--- src/rtl/mem_arb_pkg.sv ---
// Shared definitions for the two-port memory arbiter: FSM state encoding and port IDs.
package mem_arb_pkg;

    typedef enum logic [1:0] {
        ST_IDLE   = 2'd0,
        ST_ACCESS = 2'd1,
        ST_RESP   = 2'd2
    } state_t;

    localparam logic PORT_I = 1'b0;
    localparam logic PORT_D = 1'b1;

endpackage

--- src/rtl/mem_port_arbiter_rr_arb2.sv ---
// Two-input round-robin arbiter: on a tie the port that did not win last time is chosen.
module rr_arb2
    import mem_arb_pkg::*;
(
    input  logic clk,
    input  logic reset,
    input  logic i_req_i,
    input  logic i_req_d,
    input  logic i_take,
    output logic o_valid,
    output logic o_gnt
);

    logic r_last;

    always_comb begin
        // NOTE: every output of a combinational block gets a default first so no path can infer a latch.
        o_gnt   = PORT_I;
        o_valid = i_req_i | i_req_d;
        if (i_req_i && i_req_d)
            o_gnt = ~r_last;
        else if (i_req_d)
            o_gnt = PORT_D;
    end

    // NOTE: clocked state uses <= so every flop samples values from before the edge.
    always_ff @(posedge clk or posedge reset) begin
        if (reset)
            r_last <= PORT_I;
        else if (i_take)
            r_last <= o_gnt;
    end

endmodule

--- src/rtl/mem_port_arbiter.sv ---
// Shares one memory port between the instruction and data sides; IDLE -> ACCESS -> RESP per
// transaction, with all outputs registered.
module mem_port_arbiter
    import mem_arb_pkg::*;
#(
    parameter int MEM_LATENCY = 2,
    parameter int ADDR_W      = 32
) (
    input  logic              clk,
    input  logic              reset,
    input  logic              i_req,
    input  logic [ADDR_W-1:0] i_addr,
    output logic              i_ready,
    output logic [31:0]       i_rdata,
    input  logic              d_req,
    input  logic              d_we,
    input  logic [ADDR_W-1:0] d_addr,
    input  logic [31:0]       d_wdata,
    input  logic [3:0]        d_be,
    output logic              d_ready,
    output logic [31:0]       d_rdata,
    output logic [ADDR_W-1:0] mem_addr,
    output logic [31:0]       mem_wdata,
    output logic [3:0]        mem_be,
    output logic              mem_ren,
    output logic              mem_wen,
    input  logic [31:0]       mem_rdata,
    output logic              busy
);

    localparam logic [3:0] CNT_LOAD = 4'(MEM_LATENCY - 1);

    state_t     r_state;
    logic [3:0] r_cnt;
    logic       r_gnt;
    logic       r_we;
    logic       w_valid;
    logic       w_gnt;
    logic       w_take;

    assign w_take = (r_state == ST_IDLE) && w_valid;

    rr_arb2 u_rr_arb2 (
        .clk     (clk),
        .reset   (reset),
        .i_req_i (i_req),
        .i_req_d (d_req),
        .i_take  (w_take),
        .o_valid (w_valid),
        .o_gnt   (w_gnt)
    );

    always_ff @(posedge clk or posedge reset) begin
        if (reset) begin
            r_state   <= ST_IDLE;
            r_cnt     <= '0;
            r_gnt     <= PORT_I;
            r_we      <= 1'b0;
            i_ready   <= 1'b0;
            i_rdata   <= '0;
            d_ready   <= 1'b0;
            d_rdata   <= '0;
            mem_addr  <= '0;
            mem_wdata <= '0;
            mem_be    <= '0;
            mem_ren   <= 1'b0;
            mem_wen   <= 1'b0;
            busy      <= 1'b0;
        end else begin
            i_ready <= 1'b0;
            d_ready <= 1'b0;
            case (r_state)
                ST_IDLE: begin
                    if (w_valid) begin
                        r_state <= ST_ACCESS;
                        r_cnt   <= CNT_LOAD;
                        r_gnt   <= w_gnt;
                        busy    <= 1'b1;
                        if (w_gnt == PORT_D) begin
                            mem_addr  <= d_addr;
                            mem_wdata <= d_wdata;
                            mem_be    <= d_be;
                            r_we      <= d_we;
                            mem_ren   <= !d_we;
                            mem_wen   <= d_we;
                        end else begin
                            // Instruction side is read-only, so write fields are cleared.
                            mem_addr  <= i_addr;
                            mem_wdata <= '0;
                            mem_be    <= '0;
                            r_we      <= 1'b0;
                            mem_ren   <= 1'b1;
                            mem_wen   <= 1'b0;
                        end
                    end
                end
                ST_ACCESS: begin
                    if (r_cnt == 4'd0) begin
                        r_state <= ST_RESP;
                        mem_ren <= 1'b0;
                        mem_wen <= 1'b0;
                        if (r_gnt == PORT_D) begin
                            d_ready <= 1'b1;
                            if (!r_we) d_rdata <= mem_rdata;
                        end else begin
                            i_ready <= 1'b1;
                            i_rdata <= mem_rdata;
                        end
                    end else begin
                        r_cnt <= r_cnt - 4'd1;
                    end
                end
                ST_RESP: begin
                    r_state <= ST_IDLE;
                    busy    <= 1'b0;
                end
                default: begin
                    r_state <= ST_IDLE;
                    busy    <= 1'b0;
                    mem_ren <= 1'b0;
                    mem_wen <= 1'b0;
                end
            endcase
        end
    end

endmodule

--- config.mk ---
export PLATFORM = sky130hd
export DESIGN_NAME = mem_port_arbiter
export DESIGN_NICKNAME = d
export VERILOG_FILES = /design/src/rtl/mem_arb_pkg.sv /design/src/rtl/mem_port_arbiter_rr_arb2.sv /design/src/rtl/mem_port_arbiter.sv
export SDC_FILE = /design/constraint.sdc
export NUM_CORES = 1
export LEC_CHECK = 0
export CAP_MARGIN = 10
export CORE_MARGIN = 2
export CORE_UTILIZATION = 35
export DETAILED_ROUTE_END_ITERATION = 10
export HOLD_SLACK_MARGIN = 0.1
export PLACE_DENSITY = 0.78
export SLEW_MARGIN = 20
export SYNTH_ARGS = -nofsm -noshare
export SYNTH_HDL_FRONTEND = slang
export SYNTH_SLANG_ARGS = --single-unit
--- constraint.sdc ---
create_clock -name clk -period 5.8 [get_ports clk]
set_clock_uncertainty 0.05 [all_clocks]
set_input_delay 1.74 -clock clk [delete_from_list [all_inputs] [get_ports clk]]
set_output_delay 1.74 -clock clk [all_outputs]
set_load 0.005 [all_outputs]
After elaboration in Yosys (flattened, before gate mapping)

Cells that the tools add are included.
Widths: inputs -> output; s select.

$add $sub $neg: 1
Eq/ne operators: 5
Muxes and demuxes: 26
Bitwise logic cells: 6
Reduce and logical (&&, ||, !) cells: 13

Operators with widths:

| kind                | number |
|---|---|
| $mux 32             | 2 |
| $mux 1              | 14 |
| $mux 4              | 3 |
| $reduce_and 3->1    | 3 |
| $pmux 4 s2          | 1 |
| $ne 2x2->1 const B  | 3 |
| $pmux 1 s3          | 2 |
| $reduce_and 2->1    | 3 |
| $not 1->1           | 5 |
| $logic_not 4->1     | 1 |
| $mux 2              | 2 |
| $pmux 2 s2          | 1 |
| $reduce_and 4->1    | 1 |
| $sub 4x1->4 const B | 1 |
| $eq 2x1->1 const B  | 1 |
| $eq 2x2->1 const B  | 1 |
| $logic_and 1x1->1   | 2 |
| $logic_not 2->1     | 1 |
| $pmux 1 s2          | 1 |
| $reduce_bool 2->1   | 1 |
| $logic_not 1->1     | 1 |
| $or 1x1->1          | 1 |

Register bits: 146
Input bits: 137
Logic and storage cells: 66

Longest topological paths before layout

Gate-level depths: netlist (run 1).

Depth in word-level cells: 5
Mapped depth: 7
Depth with buffers taken out: 5

Cells and area by module

A second synthesis (run 1) with hierarchy kept.

Cell total of the unflattened synthesis: 497
Area total of the unflattened synthesis: 6,042.0 um^2

Modules (own cells, without submodules):

| module           | times used | cells each | area an instance (um^2) | seq. area each (um^2) |
|---|---|---|---|---|
| mem_port_arbiter | 1          | 492        | 5,980.7                 | 3,628.5 |
| rr_arb2          | 1          | 5          | 61.3                    | 25.0 |

Worst setup path before layout (run 1)

No wires, ideal clock.

Kind: input to register
From: in d_req
To: reg mem_wdata[10]
Setup time: 0.065 ns
Arrival: 2.743 ns
Required time: 5.685 ns
Slack: 2.941 ns
Cell stages on the path: 5
Buffers on the path: 2
Cell sequence: nor2_1 > or2_2 > clkbuf_1 > clkbuf_1 > a22o_1

Longest elaborated chain between the ends: 3

Ends and longest elaborated chain:

| element                                            | line                                                           | text |
|---|---|---|
| start: declaration                                 | mem_port_arbiter.sv:15                                         | `input logic d_req,` |
| $mux 1 / $logic_and 1x1->1 (equally long branches) | mem_port_arbiter_rr_arb2.sv:22, mem_port_arbiter_rr_arb2.sv:20 |  |
| $mux 1                                             | mem_port_arbiter_rr_arb2.sv:20                                 | `if (i_req_i && i_req_d)` |
| $mux 32                                            | mem_port_arbiter.sv:79                                         | `if (w_gnt == PORT_D) begin` |
| end signal: assignment                             | mem_port_arbiter.sv:81                                         | `mem_wdata <= d_wdata;` |
| end: declaration                                   | mem_port_arbiter.sv:23                                         | `output logic [31:0] mem_wdata,` |

Several ways; a longest one is shown, not always the timed one.
A chain may end at the register's enable or synchronous reset.

Worst setup path in the final report (run 1)

From: in i_req
To: reg mem_addr[7]

Longest elaborated chain between the ends: 3

Ends and longest elaborated chain:

| element                | line                           | text |
|---|---|---|
| start: declaration     | mem_port_arbiter.sv:11         | `input logic i_req,` |
| $logic_and 1x1->1      | mem_port_arbiter_rr_arb2.sv:20 |  |
| $mux 1                 | mem_port_arbiter_rr_arb2.sv:20 |  |
| $mux 32                | mem_port_arbiter.sv:79         |  |
| end signal: assignment | mem_port_arbiter.sv:80         | `mem_addr <= d_addr;` |
| end signal: assignment | mem_port_arbiter.sv:88         | `mem_addr <= i_addr;` |
| end: declaration       | mem_port_arbiter.sv:22         | `output logic [ADDR_W-1:0] mem_addr,` |

Several ways; a longest one is shown, not always the timed one.

==> results.json, run 1 <==
{
  "drt_iter0_markers": 120,
  "clk-insertion-delay-late_ns": 0.41,
  "post-dp-hpwl_um": 10900,
  "cts_tree": "yes",
  "total_number_of_vias": 4483,
  "clock_power_share_pct": 22.7,
  "netlist_area_mm2": 0.00574,
  "ys_dominant_reg_cell": "dfrtp_1",
  "fillers": 1288,
  "worst_r2r_start": "r_cnt[0]",
  "grt_pass1_vias": 4776,
  "number_of_gates_given_a_new_drive_strength_after_cts": 0,
  "synth.net_count": 553,
  "globalplace.congestion": 0.754,
  "synth-xor-area-share_pct": 0,
  "clk_pin_slew_ns": 0.05,
  "finish.cell_count_without_fillers": 910,
  "dieWidth_um": 132,
  "fp.dieArea_mm2": 0.0174,
  "reg2reg_to": "i_rdata[28]",
  "grt_antenna_before_repair": 0,
  "vertical_extent_of_the_die_um": 132,
  "startpoint_class": "input pin",
  "finalHoldViolCount": 0,
  "drt_drc_violations_left": 0,
  "drt-vias-per-instance": 4.93,
  "max-slew-margin-rel_pct": 43.3,
  "synth_compound_area_share_pct": 12.7,
  "hold_end": "d_rdata[6]",
  "groute.usage.overall_pct": 17.9,
  "final_cell_mix": "clkdlybuf4s50_1 (273), dfrtp_1 (145), o21ai_0 (72)",
  "r2r.worst_path.cells": 6,
  "async_flop_share_pct": 100,
  "worst_ep_arrival_time_ns": 3.55,
  "grt_setup_unrepaired": "no",
  "p_switching_mw": 1.42,
  "cts.htree.levels": 4,
  "crit_path_max_fanout": 72,
  "num_antenna_cells": 0,
  "cts-buffers-inserted": 17,
  "hold-path-cell-count": 1,
  "internal_power_contribution_mw": 3.56,
  "post_cts.repair.setup_buffers": 0,
  "ys_seq_area_share_pct": 63.2,
  "setup-tns-final_ns": 0,
  "sequentialPowerShare_pct": 36.3,
  "core-area_mm2": 0.0159,
  "holdCritStartpoint": "d_rdata[6]",
  "synth.distinct_cells": 29,
  "worst_setup_path_end_kind": "register",
  "clock-sinks": 145,
  "cap_viol_max_count": 0,
  "grt_first_pass_wirelength_um": 24800,
  "synth_simple_gate_area_share_pct": 2.05,
  "port-buffer-count": 273,
  "routedWlPerCell_um": 16.7,
  "status": "complete, no violations",
  "areaGrowthSynthToFinish_pct": 61.8,
  "largest_net_degree_at_the_start_of_global_routing": 98,
  "yosys.area_share.adder_pct": 0.436,
  "initial_utilization_pct": 36.0,
  "drive_above_1_share_pct": 15.9,
  "layout.cells.most_common": "clkdlybuf4s50_1",
  "final-max-slew-violation-count": 0,
  "min-delay-path-class": "register to register",
  "share_comb_of_total_power_pct": 41.0,
  "std_cell_rows": 46,
  "fin_crit_ns": 3.35,
  "startpoint": "i_req",
  "cts_buffer_depth": 2,
  "clock_tree.root_cell": "clkbuf_16",
  "synth_top_family_by_area": "multiplexers",
  "r2r_setup_slack_ns": 3.54,
  "num-nets-final": 822,
  "min_period_over_period_pct": 57.8,
  "drt_pre_antenna_iters": 5,
  "p_sw_share_pct": 28.5,
  "synth-warning-count": 0,
  "timing_worst_setup_path_type": "input pin to register",
  "power_density_mw_per_mm2": 536,
  "dpl.cell_count": 880,
  "max_freq_ghz": 0.298,
  "synth_seq_cells": 145,
  "cellLeakagePower_nw": 3.93,
  "max_slew.worst_pin.slew_ns": 0.850,
  "ioPinCount": 274,
  "wl_um": 15200,
  "setup_viol_count_final": 0,
  "synth.area.mux_share_pct": 18.7,
  "post_synth_inst_count": 414,
  "hold_buffers": 0,
  "cp.required_ns": 6.00,
  "synth_enable_flop_cells": 0,
  "antenna_left": 0,
  "synth_area_per_cell_um2": 13.9,
  "grt.overflow.total": 0,
  "max-vdd-ir-drop_mv": 0.275
}
[per-layer routing]
layer | vias to the layer above | wire, µm | part of all wire [%] | GRT usage, %
met5 | - | 0 | 0 | 0
met4 | 0 | 329 | 2.2 | 7.49
met3 | 30 | 1060 | 7.0 | 5.11
met2 | 212 | 7740 | 51 | 31.0
met1 | 2204 | 6100 | 40 | 20.7
li1 | 2037 | - | - | -
[area by class of cell]
cell class / instances / area, µm² / share of cell area [%]
well taps: 216 / 270 / 2.91
repair buffers: 281 / 2790 / 30.1
multi-input cells: 234 / 1960 / 21.1
inverters: 4 / 20.0 / 0.216
flip-flops and latches: 145 / 3630 / 39.1
clock inverters: 11 / 163 / 1.75
clock buffers: 19 / 453 / 4.88
[cells by family after synthesis]
| family | Yosys count |
|---|---|
| AOI/OAI and AO/OA | 115 |
| muxes | 99 |
| buffers and inverters | 35 |
| DFF | 145 |
| adders and majority gates | 2 |
| and+or+nand+nor | 18 |
[power groups by stage]
stage | clock [mW] | combinational (mW) | sequential (mW)
CTS | 1.16 | 2.07 | 1.81
global route | 1.20 | 2.20 | 1.87
global placement | 0 | 2.00 | 1.79
floorplan | 0 | 0.796 | 1.81
finish | 1.13 | 2.04 | 1.80
detailed placement | 0 | 2.07 | 1.81
[state kept, by name (all words and copies together) (netlist names)]
signal / flops
d_rdata: 32
i_rdata: 32
mem_addr: 32
mem_wdata: 32
mem_be: 4
r_cnt: 4
r_state: 2
busy: 1
d_ready: 1
i_ready: 1
mem_ren: 1
mem_wen: 1
r_gnt: 1
r_we: 1
[critical path, cell delays in order]
cell	delay (ns)
clkdlybuf4s50_1	0.47
nor2_2	0.10
buf_4	0.33
or2_4	0.65
o21ai_0	0.23
[synth_stat cells, types with 2 or more instances]
cell type / n / area share, %
nand3_1: 2 / 0.17
o22ai_1: 2 / 0.22
buf_2: 11 / 0.96
nand2_1: 2 / 0.13
nor2_1: 3 / 0.20
dfrtp_1: 145 / 63
inv_1: 4 / 0.26
ha_1: 2 / 0.44
mux2_2: 65 / 13
o21ai_0: 72 / 6.3
a22o_1: 36 / 5.5
clkbuf_1: 17 / 1.1
nor2b_1: 2 / 0.22
mux2i_1: 34 / 5.9
buf_6: 3 / 0.59
[metrics by stage]
| stage | util, % | power (mW) | hold slack [ns] | cell area, µm² | setup WS [ns] |
|---|---|---|---|---|---|
| after global routing | 58.3 | 5.27 | 0.465 | 9290 | 2.31 |
| after floorplan | - | 2.60 | 0.414 | 5740 | 0.115 |
| after global placement | 54.4 | 3.78 | 0.436 | 8670 | 1.74 |
| final | 58.3 | 4.98 | 0.453 | 9290 | 2.45 |
| after detailed placement | 54.4 | 3.88 | 0.442 | 8670 | 1.63 |
| after CTS | 58.2 | 5.04 | 0.457 | 9290 | 2.06 |
[worst max path at each step]
stage,depth (start not counted),to
after floorplan,1,busy
after global placement,5,mem_addr[20]
after detailed placement,5,mem_addr[7]
after CTS,5,mem_addr[7]
after global routing,5,mem_addr[6]
final,5,mem_addr[7]
(Power assumes the default switching activity.)
==> run 2: changes to the inputs <==
--- a/config.mk
+++ b/config.mk
@@ -10,7 +10,7 @@
 export CORE_UTILIZATION = 35
 export DETAILED_ROUTE_END_ITERATION = 10
 export HOLD_SLACK_MARGIN = 0.1
-export PLACE_DENSITY = 0.78
+export PLACE_DENSITY = 0.75
 export SLEW_MARGIN = 20
 export SYNTH_ARGS = -nofsm -noshare
 export SYNTH_HDL_FRONTEND = slang
==> constraint.sdc (replaced) <==
create_clock -name clk -period 3.4 [get_ports clk]
set_clock_uncertainty 0.05 [all_clocks]
set_input_delay 1.02 -clock clk [delete_from_list [all_inputs] [get_ports clk]]
set_output_delay 1.02 -clock clk [all_outputs]
set_load 0.005 [all_outputs]
==> results.json, run 2 (same netlist as run 1, synthesis figures left out) <==
{
  "fp.dieArea_mm2": 0.0174,
  "worst_setup_path_end_kind": "register",
  "met3RoutedLength_um": 1320,
  "final-max-slew-violation-count": 0,
  "cts_buffer_depth": 2,
  "max-vdd-ir-drop_mv": 0.563,
  "wl_um": 15200,
  "grt_pass1_vias": 4696,
  "placed_instance_area_mm2": 0.00869,
  "fillers": 1253,
  "status": "complete, no violations",
  "cts_tree": "yes",
  "std_cell_rows": 46,
  "cap_viol_max_count": 0,
  "total_number_of_vias": 4430,
  "grt_first_pass_wirelength_um": 24700,
  "layout.cells.most_common": "clkdlybuf4s50_1",
  "power_density_mw_per_mm2": 930,
  "worst_ep_arrival_time_ns": 2.66,
  "setup-tns-final_ns": 0,
  "final_cell_mix": "clkdlybuf4s50_1 (273), dfrtp_1 (145), o21ai_0 (72)",
  "drt-vias-per-instance": 4.86,
  "vertical_extent_of_the_die_um": 132,
  "drive_above_1_share_pct": 16.0,
  "clk-insertion-delay-late_ns": 0.41,
  "number_of_gates_given_a_new_drive_strength_after_cts": 0,
  "ioPinCount": 274,
  "grt_setup_unrepaired": "no",
  "min-delay-path-class": "register to register",
  "min_period_over_period_pct": 71.2,
  "drt_drc_violations_left": 0,
  "final_design_area_no_fill_mm2": 0.00939,
  "clock-sinks": 145,
  "highest_layer": "met4",
  "drt_iter0_markers": 164,
  "cp.required_ns": 3.64,
  "hold_buffers": 0,
  "areaGrowthSynthToFinish_pct": 63.6,
  "routedLengthMet1_um": 5900,
  "max-slew-margin-rel_pct": 49.8,
  "wire_length_on_met2_um": 7590,
  "grt.overflow.total": 0,
  "startpoint_class": "input pin",
  "dieWidth_um": 132,
  "r2r_setup_slack_ns": 1.16,
  "post_cts.repair.setup_buffers": 0,
  "cts.htree.levels": 4,
  "setup_viol_count_final": 0,
  "globalplace.congestion": 0.737,
  "max_slew.worst_pin.slew_ns": 0.754,
  "drt_pre_antenna_iters": 4,
  "cellLeakagePower_nw": 3.97,
  "clk_pin_slew_ns": 0.06,
  "routedWlPerCell_um": 16.7,
  "initial_utilization_pct": 36.0,
  "clock_tree.root_cell": "clkbuf_16",
  "grt_antenna_before_repair": 0,
  "fin_crit_ns": 2.42,
  "num_antenna_cells": 0,
  "crit_path_max_fanout": 43,
  "cts-buffers-inserted": 17,
  "antenna_left": 0,
  "max_freq_ghz": 0.413,
  "num-nets-final": 822,
  "groute.usage.overall_pct": 17.9,
  "timing_worst_setup_path_type": "input pin to register",
  "core-area_mm2": 0.0159,
  "largest_net_degree_at_the_start_of_global_routing": 146,
  "finalHoldViolCount": 0,
  "port-buffer-count": 273,
  "post-dp-hpwl_um": 10900
}
==> run 2: changes by cell type in the layout (fill, tap and decap cells not counted) <==
cell | before | now
or2_4 | 1 | 0
clkbuf_8 | 2 | 5
bufinv_16 | 4 | 6
inv_6 | 1 | 0
buf_12 | 0 | 2
buf_4 | 8 | 6
or2_2 | 0 | 1
clkinv_2 | 4 | 1
==> run 2: cell type report <==
type / count / area (µm²) / area share, %
clock buffer: 22 / 494 / 5.26
clock inverter: 9 / 200 / 2.13
inverter: 4 / 18.8 / 0.200
multi-input combinational: 234 / 1960 / 20.9
sequential: 145 / 3630 / 38.6
tap: 216 / 270 / 2.88
timing repair buffer: 281 / 2820 / 30.0
==> run 2: layer usage <==
| metal | up-vias | GRT usage [%] |
|---|---|---|
| li1 | 2044 | - |
| met1 | 2153 | 20.8 |
| met2 | 206 | 30.2 |
| met3 | 27 | 6.11 |
| met4 | 0 | 7.73 |
| met5 | - | 0 |
==> run 2: power breakdown <==
group	total, mW	internal, mW	switching, mW
logic	3.51	2.25	1.26
registers	3.07	2.58	0.481
clock network	2.15	1.47	0.683
==> run 2: final timing paths <==
check | endpoint | cells past startpoint | from
worst max-delay path | mem_wdata[4] | 5 | i_req
worst min-delay path | d_rdata[13] | 1 | d_rdata[13]
worst max register to register | i_rdata[19] | 6 | r_cnt[0]
worst min register to register | d_rdata[13] | 1 | d_rdata[13]
max in group asynchronous | mem_addr[29] | 3 | reset
min in group asynchronous | mem_wdata[11] | 3 | reset
==> run 2: worst max-delay path, cell delays in order <==
cell             delay (ns)
clkdlybuf4s50_1        0.54
nor2_2                 0.06
or2_2                  0.49
buf_12                 0.27
a22o_1                 0.25
==> run 2: through the flow <==
| step | hold WS [ns] | power [mW] | util [%] | cells | setup slack, ns |
|---|---|---|---|---|---|
| 4_1_cts | 0.456 | 8.85 | 58.9 | 911 | 0.970 |
| 5_1_grt | 0.465 | 9.25 | 58.9 | 911 | 0.918 |
| 6_report | 0.450 | 8.73 | 58.9 | 911 | 0.979 |
| 3_3_place_gp | 0.437 | 6.48 | 54.4 | 879 | 0.413 |
| 3_5_place_dp | 0.442 | 6.65 | 54.5 | 880 | 0.565 |
| 2_1_floorplan | 0.414 | 4.44 | - | 414 | 0.511 |
